### src/rtl/invader_march_ctrl.sv
// Formation march controller: turns quarter-second ticks into formation offsets,
// direction, animation frame and a step pulse, speeding up as invaders die.
module invader_march_ctrl #(
  parameter int unsigned COL_PITCH = 32,
  parameter int unsigned STEP_X    = 8,
  parameter int unsigned STEP_Y    = 16,
  parameter int unsigned X_INIT    = 64,
  parameter int unsigned Y_INIT    = 48,
  parameter int unsigned X_LIMIT   = 640,
  parameter int unsigned Y_LIMIT   = 400
) (
  input  logic       CLK,
  input  logic       Rst,
  input  logic       Clr,
  input  logic       EN,
  input  logic       Tick,
  input  logic [5:0] AliveCnt,
  input  logic [2:0] ColL,
  input  logic [2:0] ColR,
  output logic [9:0] XOff,
  output logic [8:0] YOff,
  output logic       Dir,
  output logic       Frame,
  output logic       Step,
  output logic       Landed,
  output logic       WaveClr
);

  localparam int unsigned XW  = 10;
  localparam int unsigned YW  = 9;
  localparam int unsigned YDW = YW + 1;
  localparam int unsigned EW  = 11;
  localparam int unsigned CW  = 3;
  localparam int unsigned NW  = CW + 1;

  typedef enum logic [2:0] {
    S_IDLE    = 3'd0,
    S_MARCH   = 3'd1,
    S_HOLD    = 3'd2,
    S_LANDED  = 3'd3,
    S_CLEARED = 3'd4
  } state_t;

  state_t          state_q, state_d;
  logic [XW-1:0]   xoff_q, xoff_d;
  logic [YW-1:0]   yoff_q, yoff_d;
  logic            dir_q, dir_d;
  logic            frame_q, frame_d;
  logic            step_q, step_d;
  logic            landed_q, landed_d;
  logic            wave_clr_q, wave_clr_d;
  logic [CW-1:0]   tick_cnt_q, tick_cnt_d;

  logic [EW-1:0]   left_edge_c;
  logic [EW-1:0]   right_edge_c;
  logic            drop_c;
  logic [YDW-1:0]  y_drop_c;
  logic [NW-1:0]   need_c;
  logic [NW-1:0]   tick_sum_c;

  // Formation edges in 11 bits so the limit compares never wrap
  assign left_edge_c  = EW'(xoff_q) + EW'(ColL) * EW'(COL_PITCH);
  assign right_edge_c = EW'(xoff_q) + (EW'(ColR) + EW'(1)) * EW'(COL_PITCH);
  assign drop_c       = dir_q ? ((right_edge_c + EW'(STEP_X)) > EW'(X_LIMIT))
                              : (left_edge_c < EW'(STEP_X));
  assign y_drop_c     = YDW'(yoff_q) + YDW'(STEP_Y);
  assign need_c       = {1'b0, AliveCnt[5:3]} + NW'(1);
  assign tick_sum_c   = {1'b0, tick_cnt_q} + NW'(1);

  always_comb begin
    state_d    = state_q;
    xoff_d     = xoff_q;
    yoff_d     = yoff_q;
    dir_d      = dir_q;
    frame_d    = frame_q;
    step_d     = 1'b0;
    landed_d   = landed_q;
    wave_clr_d = wave_clr_q;
    tick_cnt_d = tick_cnt_q;

    if (Clr) begin
      state_d    = S_IDLE;
      xoff_d     = XW'(X_INIT);
      yoff_d     = YW'(Y_INIT);
      dir_d      = 1'b1;
      frame_d    = 1'b0;
      landed_d   = 1'b0;
      wave_clr_d = 1'b0;
      tick_cnt_d = '0;
    end else begin
      unique case (state_q)
        S_IDLE: begin
          if (EN) state_d = S_MARCH;
        end
        S_MARCH: begin
          if (AliveCnt == 6'd0) begin
            state_d    = S_CLEARED;
            wave_clr_d = 1'b1;
          end else if (!EN) begin
            state_d = S_HOLD;
          end else if (Tick) begin
            if (tick_sum_c >= need_c) begin
              tick_cnt_d = '0;
              step_d     = 1'b1;
              frame_d    = ~frame_q;
              if (drop_c) begin
                yoff_d = YW'(y_drop_c);
                dir_d  = ~dir_q;
                if (y_drop_c >= YDW'(Y_LIMIT)) begin
                  state_d  = S_LANDED;
                  landed_d = 1'b1;
                end
              end else if (dir_q) begin
                xoff_d = xoff_q + XW'(STEP_X);
              end else begin
                xoff_d = xoff_q - XW'(STEP_X);
              end
            end else begin
              tick_cnt_d = tick_cnt_q + CW'(1);
            end
          end
        end
        S_HOLD: begin
          if (AliveCnt == 6'd0) begin
            state_d    = S_CLEARED;
            wave_clr_d = 1'b1;
          end else if (EN) begin
            state_d = S_MARCH;
          end
        end
        S_LANDED, S_CLEARED: begin
          state_d = state_q;
        end
        default: begin
          state_d = S_IDLE;
        end
      endcase
    end
  end

  always_ff @(posedge CLK or negedge Rst) begin
    if (!Rst) begin
      state_q    <= S_IDLE;
      xoff_q     <= XW'(X_INIT);
      yoff_q     <= YW'(Y_INIT);
      dir_q      <= 1'b1;
      frame_q    <= 1'b0;
      step_q     <= 1'b0;
      landed_q   <= 1'b0;
      wave_clr_q <= 1'b0;
      tick_cnt_q <= '0;
    end else begin
      state_q    <= state_d;
      xoff_q     <= xoff_d;
      yoff_q     <= yoff_d;
      dir_q      <= dir_d;
      frame_q    <= frame_d;
      step_q     <= step_d;
      landed_q   <= landed_d;
      wave_clr_q <= wave_clr_d;
      tick_cnt_q <= tick_cnt_d;
    end
  end

  assign XOff    = xoff_q;
  assign YOff    = yoff_q;
  assign Dir     = dir_q;
  assign Frame   = frame_q;
  assign Step    = step_q;
  assign Landed  = landed_q;
  assign WaveClr = wave_clr_q;

endmodule

### config.mk
export PLATFORM = sky130hd
export DESIGN_NAME = invader_march_ctrl
export DESIGN_NICKNAME = d
export VERILOG_FILES = /design/src/rtl/invader_march_ctrl.sv
export SDC_FILE = /design/constraint.sdc
export NUM_CORES = 1
export LEC_CHECK = 0
export ABC_AREA = 0
export CORE_MARGIN = 10
export CORE_UTILIZATION = 48
export DETAILED_ROUTE_END_ITERATION = 8
export PLACE_DENSITY = 0.78
export SYNTH_ARGS = -nofsm -noshare
export SYNTH_HDL_FRONTEND = slang
export SYNTH_SLANG_ARGS = --single-unit
### constraint.sdc
create_clock -name CLK -period 2.6 [get_ports CLK]
set_clock_uncertainty 0.2 [all_clocks]
set_input_delay 0.39 -clock CLK [delete_from_list [all_inputs] [get_ports CLK]]
set_output_delay 0.39 -clock CLK [all_outputs]
set_load 0.01 [all_outputs]
; Word level (Yosys, flattened, before mapping)
; Index checks and enable logic that the tools add are counted.
; Widths: inputs -> output; s select.
[classes]
add_sub_neg = 10
n_lt_le_gt_ge = 4
eq_ne = 11
n_mux = 62
bitwise_logic = 2
reduce_logical = 19
[ops]
columns = cell, n
row1 = $mux 10, 8
row2 = $mux 9, 7
row3 = $mux 3, 15
row4 = $mux 1, 31
row5 = $ne 5x5->1 const B, 4
row6 = $reduce_bool 2->1, 8
row7 = $add 3x1->4 const B, 3
row8 = $pmux 3 s4, 1
row9 = $reduce_and 6->1, 2
row10 = $add 10x8->11, 1
row11 = $add 10x9->11, 1
row12 = $add 11x4->11 const B, 1
row13 = $gt 11x10->1 const B, 1
row14 = $lt 11x4->1 const B, 1
row15 = $add 10x4->10 const B, 1
row16 = $add 9x5->10 const B, 1
row17 = $ge 10x9->1 const B, 1
row18 = $reduce_and 5->1, 2
row19 = $sub 10x4->10 const B, 1
row20 = $reduce_and 7->1, 1
row21 = $eq 3x2->1 const B, 2
row22 = $logic_not 6->1, 1
row23 = $ne 2x2->1 const B, 3
row24 = $ge 4x4->1, 1
row25 = other kinds (8), 10
[word_totals]
regBits = 30
input_bits = 17
out_inout_bits = 24
word_cells = 117

; Depth between registers and ports, before layout
[depth]
depth_word = 12
ltp_mapped = 10

; Worst setup path after synthesis
; Ideal clock, no wire load.
[synth_timing]
path_type = input to register
startpoint = input ColR[0]
endpoint = register dir_q (netlist: Dir)
setup_ns = 0.075
t_arrival_ns = 2.375
required_time_ns = 2.325
setup_slack_ns = -0.050
stages = 8
n_path_buf = 0
cell_sequence = ha_1 > ha_1 > a21oi_1 > nand3_1 > a22oi_1 > o211ai_2 > a21boi_1 > mux2i_1
[synth_between]
elab_chain_len = 7
[synth_lines]
columns = item, line
row1 = "start, declared", 19  ; input logic [2:0] ColR,
row2 = $add 3x1->4, 63  ; assign right_edge_c = EW'(xoff_q) + (EW'(ColR) + EW'(1)) * EW'(COL_PITCH);
row3 = $add 10x9->11, 63
row4 = $add 11x4->11, 64  ; assign drop_c = dir_q ? ((right_edge_c + EW'(STEP_X)) > EW'(X_LIMIT))
row5 = $gt 11x10->1, 64
row6 = $mux 1, 64
row7 = $reduce_bool 2->1 (no line), -
row8 = $reduce_and 6->1 (no line), -
row9 = "end signal, assigned", 156  ; dir_q <= dir_d;
row10 = "end, declared", 47  ; logic dir_q, dir_d;
; Every way passes these cells.
; A chain may end at the register's enable or synchronous reset.

; Worst setup path after layout
[layout_timing]
startpoint = register xoff_q[5] (netlist: XOff[5])
endpoint = register yoff_q[6] (netlist: YOff[6])
[layout_between]
elab_chain_len = 6
word_cells_on_any_way = 8
[layout_lines]
columns = item, line
row1 = "start, declared", 45  ; logic [XW-1:0] xoff_q, xoff_d;
row2 = "start signal, assigned", 144  ; xoff_q <= XW'(X_INIT);
row3 = "start signal, assigned", 154  ; xoff_q <= xoff_d;
row4 = $add 10x9->11, 63
row5 = $add 11x4->11, 64
row6 = $gt 11x10->1, 64
row7 = $mux 1 (*), 64
row8 = $reduce_bool 2->1 (no line) (*), -
row9 = $reduce_and 6->1 (no line) (*), -
row10 = "end signal, assigned", 145  ; yoff_q <= YW'(Y_INIT);
row11 = "end signal, assigned", 155  ; yoff_q <= yoff_d;
row12 = "end, declared", 46  ; logic [YW-1:0] yoff_q, yoff_d;
; Mark *: on every way between the ends. The rest lies on a longest branch, timed or not.

==> flow_summary_export.csv <==
group,metric,value,unit
power_and_ir_drop,p_leak,1.39,nW
worst_setup_path,crit_type,"reg2reg",
floorplanning,pin_count,41,
worst_hold_path,hp-class,"in2async",
clock_network,tritoncts,"yes",
grt,grt_max_degree,24,
floorplanning,core_area,0.00432,mm2
clock_network,cts_buffers,3,
route,vias,2071,
worst_setup_path,crit_path_start_kind,"flip-flop",
worst_setup_path,crit_path_max_fanout,5,
cells_and_area,syn2layout_area_growth,48.4,%
flow_run,maxCapViolCount,0,
worst_setup_path,required,2.57,ns
timing,relSlewSlack,0.496,
floorplanning,start_util,0.492,
synthesis,ys_seq_area_frac,0.273,
timing,period_minus_slack,2.60,ns
synthesis,synth_area,0.00213,mm2
clock_network,clock_latency,0.28,ns
synthesis,async_flop_share,1.00,
timing,hold_violations,0,
synthesis,ys_types,58,
power_and_ir_drop,powerDensity,267,mW/mm2
timing,rsz0062_at_grt,"true",
worst_setup_path,crit_arrival,2.56,ns
route,dr.first_iter.drc_count,157,
cells_and_area,fin_nets,355,
floorplanning,die_area,0.00750,mm2
synthesis,synth_edf_count,0,
route,ant_nets,0,
cells_and_area,antenna_cells,0,
route,wire_per_inst,17.0,um
grt,grt_pass1_wl,9380,um
power_and_ir_drop,vdd_ir_drop_max,0.278,mV
timing,worst_pin_slew,0.754,ns
clock_network,path_clk_slew,0.09,ns
placed_design,hpwl,4320,um
placed_design,gp_congestion,0.890,
outcome,outcome,"completed",
placed_design,place_ws,-0.585,ns
cells_and_area,fill_cells,309,
clock_network,cts_root_buffer,"clkbuf_8",
grt,globalRouteOverflowTotal,0,
route,vias_per_cell,5.71,
synthesis,ys_seq_elements,23,
floorplanning,die_h,86.6,um
grt,antenna_found_initial,0,
timing,setup_ws,0.00264,ns
clock_network,clockBufferDepth,2,
grt,grt_use_total,0.149,
timing,setup_viol_count_final,0,
clock_network,cts-htree-levels,1,
timing,period_share,0.999,
timing,fmax,0.385,GHz
cells_and_area,final_util,0.731,
route,first_pass_iters,4,
synthesis,synth_ff_type,"dfrtp_1",
clock_network,hold_buffers,0,
route,wl,6180,um
synthesis,syn-instance-count,240,
worst_setup_path,end_kind,"flip-flop",
grt,grt_pass1_vias,2123,
floorplanning,rows,24,
cells_and_area,multi_input_area,0.00175,mm2
floorplanning,die_w,86.6,um
synthesis,yosys_warnings,0,
cells_and_area,ff_latch_area,582,um2
timing,hold_slack,0.260,ns
cells_and_area,drive_above_1_share,0.344,
power_and_ir_drop,power,844,uW
placed_design,numPortBuffers,33,
synthesis,synth_area_per_cell,8.87,um2
route,drt_drc_violations_left,0,
clock_network,clock-sinks,23,
timing,drv_slew,0,
[synth_stat cells, types with 4 or more instances]
master	instances	area share
nor2b_1	7	0.021
nand2b_1	4	0.012
a21oi_1	17	0.040
dfstp_2	4	0.049
xor2_1	4	0.016
buf_4	7	0.025
inv_1	16	0.028
nand4_1	7	0.021
and3_1	5	0.015
dfrtp_1	19	0.22
nand2_1	9	0.016
nor3_1	5	0.012
nor2_1	27	0.048
ha_1	24	0.14
nand3_1	7	0.016
o21ai_0	11	0.026
xnor2_1	6	0.025
[cell type report]
cell class                      instances  share of cell area
Clock inverter                          1             0.00158
Clock buffer                            3              0.0131
Inverter                               16              0.0190
Multi-Input combinational cell        195               0.554
Sequential cell                        23               0.184
Tap cell                               52              0.0206
Timing Repair Buffer                   73               0.208
[layout by cell type (no fill, tap or decap), drive strengths merged, types with 3 or more instances in the layout]
cell type      count
buf               40
nor2              27
clkdlybuf4s50     26
ha                24
dfrtp             19
a21oi             17
inv               16
o21ai             11
nand2              9
nor2b              7
nand4              7
conb               7
nand3              7
and3               6
nor3               6
xnor2              6
clkbuf             5
dfstp              4
dlygate4sd2        4
xor2               4
nand2b             4
mux2               4
a21o               3
mux2i              3
a21boi             3
o22ai              3
[report_power, final]
part / internal [mW] / switching [mW]
Combinational: 0.121 / 0.120
Sequential: 0.361 / 0.00443
Clock: 0.108 / 0.130
[critical path, stage by stage, from the launching register on]
cell      delay, ns
dfrtp_2        0.45
ha_4           0.16
inv_2          0.03
fa_2           0.51
nor4bb_4       0.20
nand3_2        0.16
and2_4         0.23
a21oi_1        0.19
mux2_2         0.35
[timing repair]
| action | CTS | global route |
|---|---|---|
| buffers inserted | 2 | 4 |
| pin swaps | 16 | 21 |
| endpoints found under the hold margin | 0 | 0 |
| setup endpoints to repair | 15 | 15 |
| gates resized for setup | 31 | 46 |
[final timing paths]
kind	from	slack, ns	depth (start not counted)	to
hold reg to reg	Landed	0.32	1	Landed
hold / removal	Rst	0.26	2	Frame
min in group CLK	Landed	0.32	1	Landed
setup reg to reg	XOff[5]	0.003	8	YOff[6]
max in group asynchronous	Rst	1.65	2	Dir
setup / recovery	XOff[5]	0.003	8	YOff[6]
[layer usage]
metal | share of wire | vias up | track usage
met5 | 0 | - | 0
met4 | 0.025 | 0 | 0.0574
met3 | 0.053 | 15 | 0.0225
met2 | 0.53 | 72 | 0.280
met1 | 0.39 | 977 | 0.162
li1 | - | 1007 | -
[cell families (layout without fill, tap and decap cells)]
kind of cell	after synthesis	after routing	share of synthesized area
compound gates	61	61	0.209
xor+xnor	10	10	0.0411
fa+ha+maj	27	27	0.165
buf+inv	28	93	0.0658
flops	23	23	0.273
mux	7	7	0.0353
other cells	1	7	0.00176
simple gates	83	83	0.210
[per-stage QoR]
stage / area [um2] / TNS, ns / cells
3_3_place_gp: 2750 / -7.33 / 353
4_1_cts: 2910 / 0 / 359
5_1_grt: 3160 / -0.298 / 363
2_1_floorplan: 2160 / 0 / 246
6_report: 3160 / 0 / 363
3_5_place_dp: 2750 / -8.64 / 353
[state kept, by name, indices dropped and copies added (netlist names)]
signal,cells
YOff,5
tick_cnt_q,3
Frame,1
state_q,3
Landed,1
WaveClr,1
Step,1
Dir,1
XOff,7
Power figures use the tool's default switching activity.
